**src/rtl/debug_mem_loader.sv**
```systemverilog
// Front-panel program loader: debounced push-button commands become single-cycle
// writes on the instruction/data memory debug ports, and the CPU is held in reset until RELEASE.
module debug_mem_loader #(
  parameter int DATA_W          = 8,
  parameter int INST_W          = 16,
  parameter int I_ADDR_W        = 12,
  parameter int D_ADDR_W        = 12,
  parameter int DEBOUNCE_CYCLES = 1000000
) (
  input  logic                clk,
  input  logic                reset,
  input  logic                btn_raw,
  input  logic [1:0]          cmd_in,
  input  logic [INST_W-1:0]   data_in,
  output logic                imem_debug_we,
  output logic [I_ADDR_W-1:0] imem_debug_waddr,
  output logic [INST_W-1:0]   imem_debug_wdata,
  output logic                dmem_debug_we,
  output logic [D_ADDR_W-1:0] dmem_debug_waddr,
  output logic [DATA_W-1:0]   dmem_debug_wdata,
  output logic [I_ADDR_W-1:0] addr_ptr,
  output logic [15:0]         write_count,
  output logic                cpu_hold
);

  localparam int CNT_W = $clog2(DEBOUNCE_CYCLES);
  localparam logic [CNT_W-1:0] CNT_MAX = CNT_W'(DEBOUNCE_CYCLES - 1);

  localparam logic [1:0] CMD_SET_ADDR = 2'b00;
  localparam logic [1:0] CMD_WR_IMEM  = 2'b01;
  localparam logic [1:0] CMD_WR_DMEM  = 2'b10;
  localparam logic [1:0] CMD_RELEASE  = 2'b11;

  generate
    if (D_ADDR_W > I_ADDR_W) begin : g_bad_daddr
      $error("debug_mem_loader: D_ADDR_W must not exceed I_ADDR_W");
    end
    if (DEBOUNCE_CYCLES < 2) begin : g_bad_debounce
      $error("debug_mem_loader: DEBOUNCE_CYCLES must be at least 2");
    end
  endgenerate

  typedef enum logic [1:0] {IDLE, EXEC, WAIT_LOW} state_t;

  state_t              state, next_state;
  logic                sync1, sync2, db_level;
  logic [CNT_W-1:0]    db_cnt;
  logic [1:0]          cmd_q;
  logic [I_ADDR_W-1:0] set_addr_q;
  logic                accept;

  // Level flips only after DEBOUNCE_CYCLES consecutive disagreeing samples.
  always_ff @(posedge clk or posedge reset) begin
    if (reset) begin
      sync1    <= 1'b0;
      sync2    <= 1'b0;
      db_level <= 1'b0;
      db_cnt   <= '0;
    end else begin
      sync1 <= btn_raw;
      sync2 <= sync1;
      if (sync2 == db_level) begin
        db_cnt <= '0;
      end else if (db_cnt == CNT_MAX) begin
        db_level <= sync2;
        db_cnt   <= '0;
      end else begin
        db_cnt <= db_cnt + CNT_W'(1);
      end
    end
  end

  always_ff @(posedge clk or posedge reset) begin
    if (reset) state <= IDLE;
    else       state <= next_state;
  end

  // IDLE is only ever entered with the debounced level low, so a high level here is a fresh rise.
  always_comb begin
    next_state = state;
    accept     = 1'b0;
    case (state)
      IDLE: begin
        if (db_level) begin
          accept     = 1'b1;
          next_state = EXEC;
        end
      end
      EXEC:     next_state = WAIT_LOW;
      WAIT_LOW: if (!db_level) next_state = IDLE;
      default:  next_state = IDLE;
    endcase
  end

  // Strobe and cpu_hold are launched on acceptance so they are visible during EXEC;
  // pointer and count advance at the end of EXEC.
  always_ff @(posedge clk or posedge reset) begin
    if (reset) begin
      imem_debug_we    <= 1'b0;
      imem_debug_waddr <= '0;
      imem_debug_wdata <= '0;
      dmem_debug_we    <= 1'b0;
      dmem_debug_waddr <= '0;
      dmem_debug_wdata <= '0;
      addr_ptr         <= '0;
      write_count      <= '0;
      cpu_hold         <= 1'b1;
      cmd_q            <= CMD_SET_ADDR;
      set_addr_q       <= '0;
    end else begin
      imem_debug_we <= 1'b0;
      dmem_debug_we <= 1'b0;
      if (accept) begin
        cmd_q      <= cmd_in;
        set_addr_q <= data_in[I_ADDR_W-1:0];
        case (cmd_in)
          CMD_WR_IMEM: begin
            imem_debug_we    <= 1'b1;
            imem_debug_waddr <= addr_ptr;
            imem_debug_wdata <= data_in;
            cpu_hold         <= 1'b1;
          end
          CMD_WR_DMEM: begin
            dmem_debug_we    <= 1'b1;
            dmem_debug_waddr <= addr_ptr[D_ADDR_W-1:0];
            dmem_debug_wdata <= data_in[DATA_W-1:0];
            cpu_hold         <= 1'b1;
          end
          CMD_RELEASE: cpu_hold <= 1'b0;
          default:     cpu_hold <= 1'b1;
        endcase
      end
      if (state == EXEC) begin
        case (cmd_q)
          CMD_SET_ADDR: addr_ptr <= set_addr_q;
          CMD_WR_IMEM, CMD_WR_DMEM: begin
            addr_ptr <= addr_ptr + I_ADDR_W'(1);
            if (write_count != 16'hFFFF) write_count <= write_count + 16'd1;
          end
          default: ;
        endcase
      end
    end
  end

endmodule

```
**config.mk**
```make
export PLATFORM = sky130hd
export DESIGN_NAME = debug_mem_loader
export DESIGN_NICKNAME = d
export VERILOG_FILES = /design/src/rtl/debug_mem_loader.sv
export SDC_FILE = /design/constraint.sdc
export NUM_CORES = 1
export LEC_CHECK = 0
export CAP_MARGIN = 20
export CORE_MARGIN = 2
export CORE_UTILIZATION = 40
export DETAILED_ROUTE_END_ITERATION = 7
export PLACE_DENSITY = 0.74
export SYNTH_ARGS = -nofsm -noshare
export SYNTH_HDL_FRONTEND = slang
export SYNTH_SLANG_ARGS = --single-unit
```
**constraint.sdc**
```tcl
create_clock -name clk -period 4.7 [get_ports clk]
set_input_delay 0.94 -clock clk [delete_from_list [all_inputs] [get_ports clk]]
set_output_delay 0.94 -clock clk [all_outputs]
set_load 0.01 [all_outputs]
```
==> impl_metrics.py <==
metrics = {
    "setup_path": {
        "worstSetupStartpointType": "register",
        "worst_path_largest_cell_delay_ns": 0.55,
        "path_class": "register to register",
        "worstPathCellList": "ha_1 -> buf_4 -> nand3b_1 -> nor3_1 -> and3_1 -> mux2_2",
        "cp-end-kind": "register",
        "slowest_stage": "nor3_1",
        "critPathTopFamily": "simple AND/OR/NAND/NOR gates",
        "cp_data_required_time_ns": 4.99,
        "cp_num_buf_inv": 1,
        "critical_path_arrival_ns": 2.86,
        "worstPathMaxFanout": 32,
    },
    "flow_run": {
        "maxCapViolCount": 0,
    },
    "yosys": {
        "synth.top_cell.area_share_pct": 57.09,
        "yosysUniqueCellTypes": 45,
        "synthXorXnorAreaFrac_pct": 4.611,
        "avgSynthCellArea_um2": 12.21,
        "synthSimpleGateAreaFrac_pct": 14.13,
        "synth_adder_area_share_pct": 0.9758,
        "synth_top_area_cell": "dfrtp_1",
        "synth_top_family_by_area": "multiplexers",
        "ys_top_cells_by_area": "dfrtp_1 57%, mux2_2 14%, xnor2_1 2.9%, nand3_1 1.8%, nor2_1 1.8%",
        "synthMuxAreaShare_pct": 14.64,
        "synthesis.area_um2": 5129,
        "synth_compound_area_share_pct": 5.709,
        "ys_ff_latch": 118,
        "netlist_instances": 420,
        "synthesis.nets": 445,
        "ys_warn_count": 0,
        "yosysSeqAreaShare_pct": 57.60,
    },
    "final_layout": {
        "antenna_cells": 0,
        "layout_commonest_cell": "dfrtp_1",
        "post-route-util_pct": 55.04,
        "synthToLayoutAreaGrowth_pct": 34.89,
        "fillers": 1071,
        "final_cells": 712,
        "regArea_um2": 2954,
        "multi_input_comb_area_um2": 2064,
        "final_nets": 553,
        "design_area_um2": 6918,
        "drive_above_1_share_pct": 20.56,
        "layout_common_cells": "117 x dfrtp_1, 99 x clkdlybuf4s50_1, 64 x mux2_2",
    },
    "floorplan": {
        "ios": 100,
        "die_h_um": 117.2,
        "initial_core_util_pct": 40.81,
        "coreArea_um2": 12570,
        "chipWidth_um": 117.2,
        "dieArea_um2": 13740,
        "rows": 41,
    },
    "sta": {
        "finalMaxSlewViolations": 0,
        "hold_ws_ns": 0.3507,
        "fin_worst_skew_ns": 0.007229,
        "tns_ns": 0,
        "post-route-min-period_ns": 2.569,
        "fmax_ghz": 0.3893,
        "finalSetupViolations": 0,
        "rsz0062_at_grt": "no",
        "slew_headroom_pct": 51.03,
        "min_period_over_period_pct": 54.66,
        "hold_violations": 0,
        "worstMarginPinSlew_ns": 0.7345,
    },
    "power_and_ir_drop": {
        "leakage_uw": 0.003094,
        "powerDensity_nw_per_um2": 336.3,
        "peakVddDrop_uv": 226.3,
    },
    "place": {
        "placedCellCount": 680,
        "dpl.hpwl_mm": 7.939,
        "place_congestion": 0.8088,
        "io_buffers": 99,
        "post_dp_cell_area_um2": 6325,
    },
    "global_routing": {
        "antenna_found_initial": 0,
        "grt_pass1_wl_mm": 19.17,
        "grt-ovfl-total": 0,
        "grt_pass1_vias": 3881,
        "grt_max_degree": 62,
        "track_usage_pct": 18.21,
    },
    "clock_network": {
        "tritoncts": "built",
        "ctsResizeCount": 0,
        "hold_buffers": 0,
        "cts_buffer_depth": 2,
        "cts_max_level": 4,
        "cts.clk_slew.worst_paths_ns": 0.05,
        "cts.sinks": 118,
        "numCtsBuffers": 17,
        "postCtsSetupRepairBufs": 0,
        "root_buffer": "clkbuf_16",
        "insertion_delay_ns": 0.41,
    },
    "route": {
        "dr.pass1.iters": 4,
        "ant_nets": 0,
        "drt_iter0_markers": 233,
        "vias_per_cell": 5.204,
        "num_vias": 3705,
        "routed_wl_mm": 11.53,
        "drc": 0,
        "post_drt_wl_per_cell_um": 16.19,
    },
    "worst_hold_path": {
        "hp-class": "register to register",
    },
    "outcome": {
        "status": "finished clean",
    },
}
-- per-layer routing --
layer  global-route usage, %  part of all wire [%]
met1                   22.15                    42
met2                   30.57                    52
met3                   5.252                   5.2
met4                   7.294                   1.2
met5                       0                     0
-- final cells by class --
| type | count | area share (%) |
|---|---|---|
| clock buffer | 24 | 6.963 |
| clock inverter | 7 | 1.393 |
| inverter | 12 | 0.6873 |
| multi-input combinational | 272 | 29.84 |
| sequential | 118 | 42.70 |
| tap | 172 | 3.111 |
| timing repair buffer | 107 | 15.30 |
-- kinds of logic (layout without fill, tap and decap cells) --
logic type / after synthesis / in the layout
AOI/OAI and AO/OA: 48 / 48
xor gates and xnor gates: 27 / 27
muxes: 67 / 67
adders and majority gates: 4 / 4
and+or+nand+nor: 126 / 126
buffers and inverters: 30 / 150
DFF: 118 / 118
-- power breakdown --
group          internal [uW]  switching (uW)  leakage [uW]
Sequential              1020            2.75       0.00164
Combinational           19.4            30.1       0.00118
Clock                    818             436      0.000273
Total                   1860             468       0.00309
-- metrics by stage --
stage	power, uW	setup WS (ns)
3_5_place_dp	1091	1.730
5_1_grt	2409	1.947
6_report	2326	2.131
4_1_cts	2352	2.112
3_3_place_gp	1089	1.797
2_1_floorplan	1061	0.6325
-- cells in the mapped netlist, drive strengths merged --
cell       n
dfrtp    117
mux2      64
nor2      24
nand2     19
nand3     19
a21oi     18
xnor2     17
nand4     14
clkbuf    12
inv       12
o21ai     12
nor4      11
xor2      10
nor3       9
buf        6
and3       5
o31ai      5
a2bb2oi    4
ha         4
nand3b     4
nor3b      4
or4        4
mux2i      3
o22ai      3
or3        3
and4       2
nor4b      2
or4b       2
a211o      1
a31oi      1
dfstp      1
nand2b     1
nor2b      1
o2111ai    1
o211ai     1
o21a       1
o32ai      1
or2        1
or3b       1
-- worst paths after layout --
path,startpoint,endpoint,slack (ns),cells past startpoint
min in group asynchronous,reset,db_cnt[17],1.02,2
worst max register to register,cmd_q[0],write_count[10],2.13,6
max in group asynchronous,reset,write_count[6],2.81,3
worst max-delay path,cmd_q[0],write_count[10],2.13,6
worst min register to register,sync1,sync2,0.35,0
worst min-delay path,sync1,sync2,0.35,0
-- registers in the layout (all words and copies together) (netlist names) --
name / count
addr_ptr: 12
cmd_q: 2
cpu_hold: 1
db_cnt: 20
db_level: 1
dmem_debug_waddr: 12
dmem_debug_wdata: 8
dmem_debug_we: 1
imem_debug_waddr: 12
imem_debug_wdata: 16
imem_debug_we: 1
set_addr_q: 12
state: 2
sync1: 1
sync2: 1
write_count: 16
Power figures use the tool's default switching activity.
